<file path="src/rtl/button_debounce_reader.sv">
// Button input conditioner: 2-flop synchroniser, debounce FSM, press/release/long pulses, press counter.
// Optional auto-repeat while held is enabled by defining BTN_AUTOREPEAT_EN.
module button_debounce_reader #(
  parameter int unsigned DEBOUNCE_CYCLES = 1_000_000,
  parameter int unsigned LONG_CYCLES     = 50_000_000,
  parameter int unsigned REPEAT_CYCLES   = 12_500_000,
  parameter bit          ACTIVE_LOW      = 1'b1,
  parameter int unsigned CNT_W           = 8
) (
  input  logic             clk,
  input  logic             rst,
  input  logic             btn_in,
  output logic             btn_level,
  output logic             press_pulse,
  output logic             release_pulse,
  output logic             long_pulse,
  output logic             repeat_pulse,
  output logic [CNT_W-1:0] press_count
);

  localparam int unsigned MAX_DL = (LONG_CYCLES > DEBOUNCE_CYCLES) ? LONG_CYCLES : DEBOUNCE_CYCLES;
  localparam int unsigned MAXC   = (REPEAT_CYCLES > MAX_DL) ? REPEAT_CYCLES : MAX_DL;
  localparam int unsigned CW     = $clog2(MAXC) + 1;

  localparam logic [CW-1:0] DB_LAST   = CW'(DEBOUNCE_CYCLES - 1);
  localparam logic [CW-1:0] LONG_LAST = CW'(LONG_CYCLES - 1);
  localparam logic [CW-1:0] LONG_MAX  = CW'(LONG_CYCLES);

  typedef enum logic [1:0] {IDLE, PRESS_WAIT, HELD, RELEASE_WAIT} state_t;

  state_t           state, state_d;
  logic             sync1, sync2, s;
  logic [CW-1:0]    db_cnt, db_cnt_d, hold_cnt, hold_cnt_d;
  logic             level_d, press_d, release_d, long_d;
  logic [CNT_W-1:0] count_d;

  // Flops reset to the released pin level so a held button is seen as a fresh press
  always_ff @(posedge clk) begin
    if (rst) begin
      sync1 <= ACTIVE_LOW;
      sync2 <= ACTIVE_LOW;
    end else begin
      sync1 <= btn_in;
      sync2 <= sync1;
    end
  end

  assign s = sync2 ^ ACTIVE_LOW;

`ifdef BTN_AUTOREPEAT_EN
  localparam logic [CW-1:0] RPT_LAST = CW'(REPEAT_CYCLES - 1);
  logic [CW-1:0] rpt_cnt, rpt_cnt_d;
  logic          repeat_d;
`endif

  always_comb begin
    state_d    = state;
    db_cnt_d   = db_cnt;
    hold_cnt_d = hold_cnt;
    level_d    = btn_level;
    press_d    = 1'b0;
    release_d  = 1'b0;
    long_d     = 1'b0;
    count_d    = press_count;
`ifdef BTN_AUTOREPEAT_EN
    rpt_cnt_d  = rpt_cnt;
    repeat_d   = 1'b0;
`endif
    case (state)
      IDLE: begin
        level_d = 1'b0;
        if (s) begin
          state_d  = PRESS_WAIT;
          db_cnt_d = CW'(1);
        end
      end
      PRESS_WAIT: begin
        if (!s) begin
          state_d  = IDLE;
          db_cnt_d = '0;
        end else if (db_cnt == DB_LAST) begin
          state_d    = HELD;
          db_cnt_d   = '0;
          hold_cnt_d = '0;
          level_d    = 1'b1;
          press_d    = 1'b1;
          count_d    = press_count + CNT_W'(1);
`ifdef BTN_AUTOREPEAT_EN
          rpt_cnt_d  = '0;
`endif
        end else begin
          db_cnt_d = db_cnt + CW'(1);
        end
      end
      HELD: begin
        if (!s) begin
          state_d  = RELEASE_WAIT;
          db_cnt_d = CW'(1);
        end else if (hold_cnt != LONG_MAX) begin
          hold_cnt_d = hold_cnt + CW'(1);
          long_d     = (hold_cnt == LONG_LAST);
        end else begin
`ifdef BTN_AUTOREPEAT_EN
          // Repeat timer only runs once the long press has been reported
          if (rpt_cnt == RPT_LAST) begin
            rpt_cnt_d = '0;
            repeat_d  = 1'b1;
            count_d   = press_count + CNT_W'(1);
          end else begin
            rpt_cnt_d = rpt_cnt + CW'(1);
          end
`endif
        end
      end
      RELEASE_WAIT: begin
        if (s) begin
          state_d  = HELD;
          db_cnt_d = '0;
        end else if (db_cnt == DB_LAST) begin
          state_d    = IDLE;
          db_cnt_d   = '0;
          hold_cnt_d = '0;
          level_d    = 1'b0;
          release_d  = 1'b1;
`ifdef BTN_AUTOREPEAT_EN
          rpt_cnt_d  = '0;
`endif
        end else begin
          db_cnt_d = db_cnt + CW'(1);
        end
      end
      default: begin
        state_d  = IDLE;
        db_cnt_d = '0;
      end
    endcase
  end

  always_ff @(posedge clk) begin
    if (rst) begin
      state         <= IDLE;
      db_cnt        <= '0;
      hold_cnt      <= '0;
      btn_level     <= 1'b0;
      press_pulse   <= 1'b0;
      release_pulse <= 1'b0;
      long_pulse    <= 1'b0;
      press_count   <= '0;
    end else begin
      state         <= state_d;
      db_cnt        <= db_cnt_d;
      hold_cnt      <= hold_cnt_d;
      btn_level     <= level_d;
      press_pulse   <= press_d;
      release_pulse <= release_d;
      long_pulse    <= long_d;
      press_count   <= count_d;
    end
  end

`ifdef BTN_AUTOREPEAT_EN
  always_ff @(posedge clk) begin
    if (rst) begin
      rpt_cnt      <= '0;
      repeat_pulse <= 1'b0;
    end else begin
      rpt_cnt      <= rpt_cnt_d;
      repeat_pulse <= repeat_d;
    end
  end
`else
  assign repeat_pulse = 1'b0;
`endif

endmodule

</file>
<file path="config.mk">
export PLATFORM = sky130hd
export DESIGN_NAME = button_debounce_reader
export DESIGN_NICKNAME = d
export VERILOG_FILES = /design/src/rtl/button_debounce_reader.sv
export SDC_FILE = /design/constraint.sdc
export NUM_CORES = 1
export LEC_CHECK = 0
export BUFFER_PORTS_ARGS = -buffer_cell sky130_fd_sc_hd__clkbuf_2
export CAP_MARGIN = 0
export CORE_ASPECT_RATIO = 1.2
export CORE_MARGIN = 2
export CORE_UTILIZATION = 55
export DETAILED_ROUTE_END_ITERATION = 7
export GPL_TIMING_DRIVEN = 1
export HOLD_SLACK_MARGIN = 0.05
export PLACE_DENSITY = 0.84
export SLEW_MARGIN = 20
export SYNTH_ARGS = -nofsm -noshare
export SYNTH_HDL_FRONTEND = slang
export SYNTH_SLANG_ARGS = --single-unit
</file>
<file path="constraint.sdc">
create_clock -name clk -period 2.7 [get_ports clk]
set_input_delay 0.27 -clock clk [delete_from_list [all_inputs] [get_ports clk]]
set_output_delay 0.27 -clock clk [all_outputs]
set_load 0.01 [all_outputs]
</file>
==> flow_summary_export.csv, run 1 <==
group,metric,value,unit
grt,grt_max_degree,26,
layout,diodes,0,
synthesis,yosysUniqueCellTypes,54,
layout,nets,442,
synthesis,syn_area_per_cell,8.623,µm²
synthesis,synth_top_family_by_area,"simple AND/OR/NAND/NOR gates",
layout,syn_to_final_growth,9.231,%
timing,final.min_clock_period,2.449,ns
flow_run,cap_viol_max_count,0,
timing,tns,0,ns
worst_setup_path,max_stage_delay,0.53,ns
floorplanning,dieHeight,92.36,µm
clock_tree,cts.sinks,70,
floorplanning,num_rows,32,
synthesis,synth_nets,426,
floorplanning,die_x,77.64,µm
synthesis,synthTopCellsByArea,"dfxtp_1 39%, xor2_1 6.6%, nor2_1 6.4%",
clock_tree,htree_levels,3,
worst_setup_path,critPathLaunchType,"flop",
synthesis,synth_area,0.003578,mm²
synthesis,ys_ff_latch,70,
timing,relSlewSlack,58.84,%
grt,busiest_layer,"met2",
worst_setup_path,cp.arrival,2.69,ns
layout,layout_common_cells,"70 x dfxtp_1, 61 x nor2_1, 29 x nand2_1, 28 x nand3_1, 27 x xor2_1",
route,wirelength,7.586,mm
synthesis,yosysSeqAreaShare,39.16,%
worst_setup_path,endpoint_kind,"flop",
grt,track_usage,22.66,%
worst_setup_path,cp_top_family,"simple AND/OR/NAND/NOR gates",
worst_setup_path,worst_ep_required_time,2.94,ns
clock_tree,clk_latency,0.36,ns
grt,antenna_found_initial,0,
route,vias,3040,
synthesis,synth_top_area_cell,"dfxtp_1",
layout,drive_above_1_share,13.07,%
timing,period_share,90.70,%
place,gp_congestion,0.8784,
grt,grt_use_met2,38.79,%
worst_setup_path,critPathKind,"reg2reg",
place,post-place-ws,0.2827,ns
layout,fin_util,61.40,%
route,dr.pass1.iters,4,
timing,rsz0062_at_grt,"no",
synthesis,synth-compound-area-share,8.566,%
route,drc,0,
timing,fin_skew,0.008077,ns
clock_tree,path_clk_slew,0.08,ns
floorplanning,die_area,0.007170,mm²
clock_tree,cts-root-buf,"clkbuf_8",
route,via_per_inst,5.835,
grt,grt_pass1_vias,2904,
route,drtIter0Drc,194,
worst_setup_path,worstPathMaxFanout,7,
grt,use_met1,26.36,%
power_and_ir_drop,peakVddDrop,0.4068,mV
worst_setup_path,path_buf_inv,1,
synthesis,synthSimpleGateAreaFrac,35.28,%
place,dp_hpwl,5.326,mm
outcome,status,"completed",
worst_setup_path,crit_chain,"inv_1 -> ha_1 -> mux2_2 -> nor4_1 -> and2_1 -> and3_1 -> xnor2_1 -> nor2_1",
floorplanning,initial_utilization,56.21,%
grt,overflow,0,
grt,grt_pass1_wl,13.09,mm
timing,slew_viol_final,0,
synthesis,synth-xor-area-share,10.28,%
timing,worst_slack,0.2510,ns
floorplanning,ios,16,
clock_tree,cts_tree,"done",
timing,setup_violations,0,
timing,fmax,408.3,MHz
synthesis,netlist_instances,415,
layout,nFillCells,542,
grt,use_met3,6.043,%
power_and_ir_drop,leakage,1.356,nW
layout,final_common_cell,"dfxtp_1",
synthesis,ys_warn_count,0,
worst_setup_path,worst_path_max_delay_cell,"nor4_1",
power_and_ir_drop,p_per_area,594.2,mW/mm²
synthesis,synth_adder_area_share,2.797,%
route,drt-wirelength-per-cell,14.56,µm
clock_tree,clk_path_buf_depth,2,
worst_hold_path,hp-class,"in2reg",
floorplanning,core,0.006366,mm²
clock_tree,post_cts_buffers,0,
timing,tightest_slew,0.6002,ns
synthesis,synth_mux_area_share,0.8741,%
clock_tree,cts_buffers,9,
place,numPortBuffers,14,
synthesis,synth_top_cell_area_share,39.16,%
timing,hold_viol_final,0,
route,ant_nets,0,
layer usage:
metal | wire (µm) | up-vias
li1 | - | 1521
met1 | 3244 | 1428
met2 | 3844 | 76
met3 | 319 | 15
met4 | 178 | 0
met5 | 0 | -
repair_timing:
item                                   CTS  global route
hold buffers                             0             0
resized for setup                        0             1
endpoints found under the hold margin    0             0
setup endpoints to repair                0             1
flip-flops by register name, summed over array words and instances (netlist names), named ones only:
| register | cells |
|---|---|
| db_cnt | 27 |
| hold_cnt | 27 |
| press_count | 8 |
| btn_level | 1 |
| long_pulse | 1 |
| press_pulse | 1 |
| release_pulse | 1 |
| state | 1 |
| sync1 | 1 |
| sync2 | 1 |
cells in the mapped netlist, drive strengths merged:
| cell type | number |
|---|---|
| nor3 | 9 |
| inv | 7 |
| o22ai | 1 |
| nor4b | 5 |
| or2 | 3 |
| and4b | 1 |
| or4 | 5 |
| mux2i | 2 |
| xnor2 | 15 |
| nand3 | 30 |
| a31o | 1 |
| dfxtp | 70 |
| o21ba | 1 |
| and4 | 5 |
| mux2 | 1 |
| conb | 1 |
| a21oi | 20 |
| nor2 | 61 |
| a21boi | 2 |
| nand2 | 29 |
| o221a | 1 |
| buf | 8 |
| nand3b | 3 |
| and2 | 2 |
| o41ai | 1 |
| nor4 | 7 |
| nand2b | 1 |
| nor2b | 3 |
| clkbuf | 8 |
| o21a | 2 |
| a311oi | 1 |
| nand4 | 27 |
| or4b | 3 |
| or3 | 8 |
| ha | 8 |
| a211oi | 2 |
| xor2 | 27 |
| o31ai | 4 |
| and3 | 18 |
| o21ai | 11 |
| nor3b | 1 |
cells by family (layout without fill, tap and decap cells):
family	after synthesis	after routing
DFF	70	70
and+or+nand+nor	221	221
muxes	3	3
other	1	1
buffers and inverters	23	44
adders and majority gates	8	8
AOI/OAI and AO/OA	47	47
xor gates and xnor gates	42	42
path summary, 6_finish.rpt:
check / end / cells after the start / from / slack, ns
setup / recovery: db_cnt[19]$_SDFFE_PP0P_ / 8 / flop / 0.25
hold / removal: sync1$_SDFF_PP1_ / 2 / btn_in / 0.10
setup reg to reg: db_cnt[19]$_SDFFE_PP0P_ / 8 / flop / 0.25
hold reg to reg: sync2$_SDFF_PP1_ / 1 / sync1$_SDFF_PP1_ / 0.42
worst register-to-register path: stages (launching register included):
cell	delay, ns
dfxtp_1	0.38
inv_1	0.12
ha_1	0.21
mux2_2	0.34
nor4_1	0.53
and2_1	0.37
and3_1	0.22
xnor2_1	0.11
nor2_1	0.05
final cells by class:
| type | instances | area (µm²) | share of cell area [%] |
|---|---|---|---|
| Clock inverter | 6 | 37.54 | 0.9603 |
| Tap cell | 85 | 106.4 | 2.721 |
| Sequential cell | 70 | 1401 | 35.85 |
| Multi-Input combinational cell | 322 | 2077 | 53.14 |
| Inverter | 7 | 26.28 | 0.6722 |
| Clock buffer | 10 | 137.6 | 3.521 |
| Timing Repair Buffer | 21 | 122.6 | 3.137 |
stage by stage:
stage	instances	instance area [µm²]	total power [mW]	hold slack [ns]
6_report	521	3909	2.323	0.1012
3_3_place_gp	505	3729	1.555	0.3906
4_1_cts	521	3904	2.330	0.09578
5_1_grt	521	3909	2.431	0.1074
3_5_place_dp	505	3729	1.578	0.4091
2_1_floorplan	415	3578	1.463	0.3738
power by group:
part	internal (mW)	switching [mW]	total, mW	leakage (nW)
Combinational	0.151	0.331	0.483	0.708
Clock	0.352	0.406	0.758	0.0841
Sequential	1.06	0.0242	1.08	0.565
Total	1.56	0.761	2.32	1.36
Power figures use the tool's default switching activity.
==> inputs of run 2 (changes only) <==
- CORE_UTILIZATION: 55 -> 35
- PLACE_DENSITY: 0.84 -> 0.62
==> run 2 against run 1 <==
Net effect:
- non-clock buffer count increased by 3
- global-route usage decreased by 8.1 points
- via count decreased by 2.2%
- first-iteration DRC count decreased by 59%
- combinational power decreased by 1%
- hold slack improved by 0.021 ns
- final cell count increased by 8.4%
- sequential share of layout area decreased by 2.1 points
- design area increased by 6.2%
- clock-buffer cell count unchanged
- critical path depth unchanged
- critical path type unchanged
==> flow_summary_export.csv, run 2 (same netlist as run 1, synthesis figures left out) <==
group,metric,value,unit
clock_tree,postCtsHoldBufs,0,
place,gp_congestion,0.8227,
clock_tree,cts.sinks,70,
power_and_ir_drop,peakVddDrop,0.4770,mV
timing,period_share,88.84,%
flow_run,cap_viol_max_count,0,
grt,grt_max_degree,24,
floorplanning,die_area,0.01105,mm²
worst_hold_path,min_delay_path_depth,2,
clock_tree,clk_path_buf_depth,2,
layout,instances_no_fill,565,
timing,slew_viol_final,0,
layout,drive_above_1_share,13.44,%
power_and_ir_drop,p_total,2.924,mW
route,wirelength,7.617,mm
layout,final_common_cell,"dfxtp_1",
route,vias,2973,
worst_setup_path,critPathLaunchType,"flop",
timing,hold_viol_final,0,
timing,tightest_slew,0.6223,ns
grt,grt_pass1_vias,2780,
place,numPortBuffers,14,
power_and_ir_drop,p_per_area,704.4,mW/mm²
timing,setup_violations,0,
worst_setup_path,reg2reg_depth,8,
layout,nets,445,
timing,relSlewSlack,58.26,%
grt,track_usage,14.57,%
layout,fin_util,41.46,%
floorplanning,initial_utilization,35.75,%
clock_tree,clk_latency,0.33,ns
floorplanning,die_x,96.31,µm
route,drc,0,
worst_setup_path,critPathKind,"reg2reg",
clock_tree,cts_buffers,9,
worst_hold_path,hp-class,"in2reg",
worst_hold_path,whs_endpoint,"sync1$_SDFF_PP1_",
timing,fmax,416.9,MHz
floorplanning,dieHeight,114.8,µm
worst_setup_path,worst_ep_required_time,2.97,ns
timing,fin_skew,0.006588,ns
clock_tree,cts-root-buf,"clkbuf_16",
layout,syn_to_final_growth,15.98,%
place,dp_hpwl,5.389,mm
outcome,status,"completed",
worst_setup_path,worstPathMaxFanout,8,
worst_setup_path,r2r_slack,0.30,ns
worst_hold_path,min_from,"btn_in",
floorplanning,core,0.01001,mm²
route,drt-wirelength-per-cell,13.48,µm
place,post-place-ws,0.3190,ns
clock_tree,post_cts_buffers,0,
route,ant_nets,0,
floorplanning,ios,16,
layout,reg.largest.list,"db_cnt x27, hold_cnt x27, press_count x8",
worst_setup_path,cp.arrival,2.67,ns
power_and_ir_drop,leakage,1.460,nW
grt,antenna_found_initial,0,
clock_tree,htree_levels,3,
route,via_per_inst,5.262,
layout,diodes,0,
worst_setup_path,timing.rr.end,"hold_cnt[20]$_SDFFE_PP0P_",
timing,rsz0062_at_grt,"no",
clock_tree,cts_tree,"done",
route,dr.pass1.iters,4,
floorplanning,num_rows,40,
grt,grt_pass1_wl,12.81,mm
clock_tree,cts_resized,0,
timing,tns,0,ns
place,placed_cells,549,
route,drtIter0Drc,80,
layout,layout_common_cells,"70 x dfxtp_1, 61 x nor2_1, 29 x nand2_1, 29 x nand3_1, 27 x xor2_1",
grt,overflow,0,
worst_setup_path,endpoint_kind,"flop",
timing,worst_slack,0.3012,ns
timing,final.min_clock_period,2.399,ns
clock_tree,path_clk_slew,0.06,ns
-- run 2: power by group --
group          total (mW)  switching (mW)  internal [mW]
clock network        1.36           0.439          0.925
logic               0.476           0.321          0.155
registers            1.08          0.0249           1.06
-- run 2: layout make-up --
| class | instances | area, µm² |
|---|---|---|
| sequential | 70 | 1401 |
| fill | 1035 | 5859 |
| inverter | 7 | 26.28 |
| multi-input combinational | 322 | 2072 |
| clock inverter | 6 | 108.9 |
| tap | 126 | 157.7 |
| timing repair buffer | 24 | 145.1 |
| clock buffer | 10 | 239.0 |
-- run 2: critical path, cell delays in order, from the launching register on --
cell	delay (ns)
dfxtp_1	0.38
ha_1	0.34
nor4b_1	0.36
nand4_1	0.11
or4_1	0.50
nand3_1	0.26
buf_4	0.19
o21ai_0	0.08
a21oi_1	0.12
-- run 2: layer usage --
metal / part of all wire (%) / GRT usage (%) / vias up / routed length, µm
li1: - / - / 1523 / -
met1: 45 / 17.73 / 1404 / 3401
met2: 51 / 25.00 / 40 / 3872
met3: 3.6 / 4.260 / 6 / 276
met4: 0.85 / 3.850 / 0 / 65
met5: 0 / 0 / - / 0
-- run 2: worst max-delay path by stage --
stage	end	slack [ns]	depth (start not counted)
floorplan	db_cnt[10]$_SDFFE_PP0P_	0.40	7
global placement	hold_cnt[20]$_SDFFE_PP0P_	0.39	8
detailed placement	hold_cnt[20]$_SDFFE_PP0P_	0.32	8
CTS	hold_cnt[20]$_SDFFE_PP0P_	0.28	8
global route	hold_cnt[20]$_SDFFE_PP0P_	0.08	8
finish	hold_cnt[20]$_SDFFE_PP0P_	0.30	8
-- run 2: per-stage QoR --
stage	hold WS (ns)	area [µm²]
2_1_floorplan	0.3738	3578
6_report	0.1219	4150
4_1_cts	0.1199	4150
3_5_place_dp	0.3962	3802
3_3_place_gp	0.3925	3802
5_1_grt	0.1168	4150
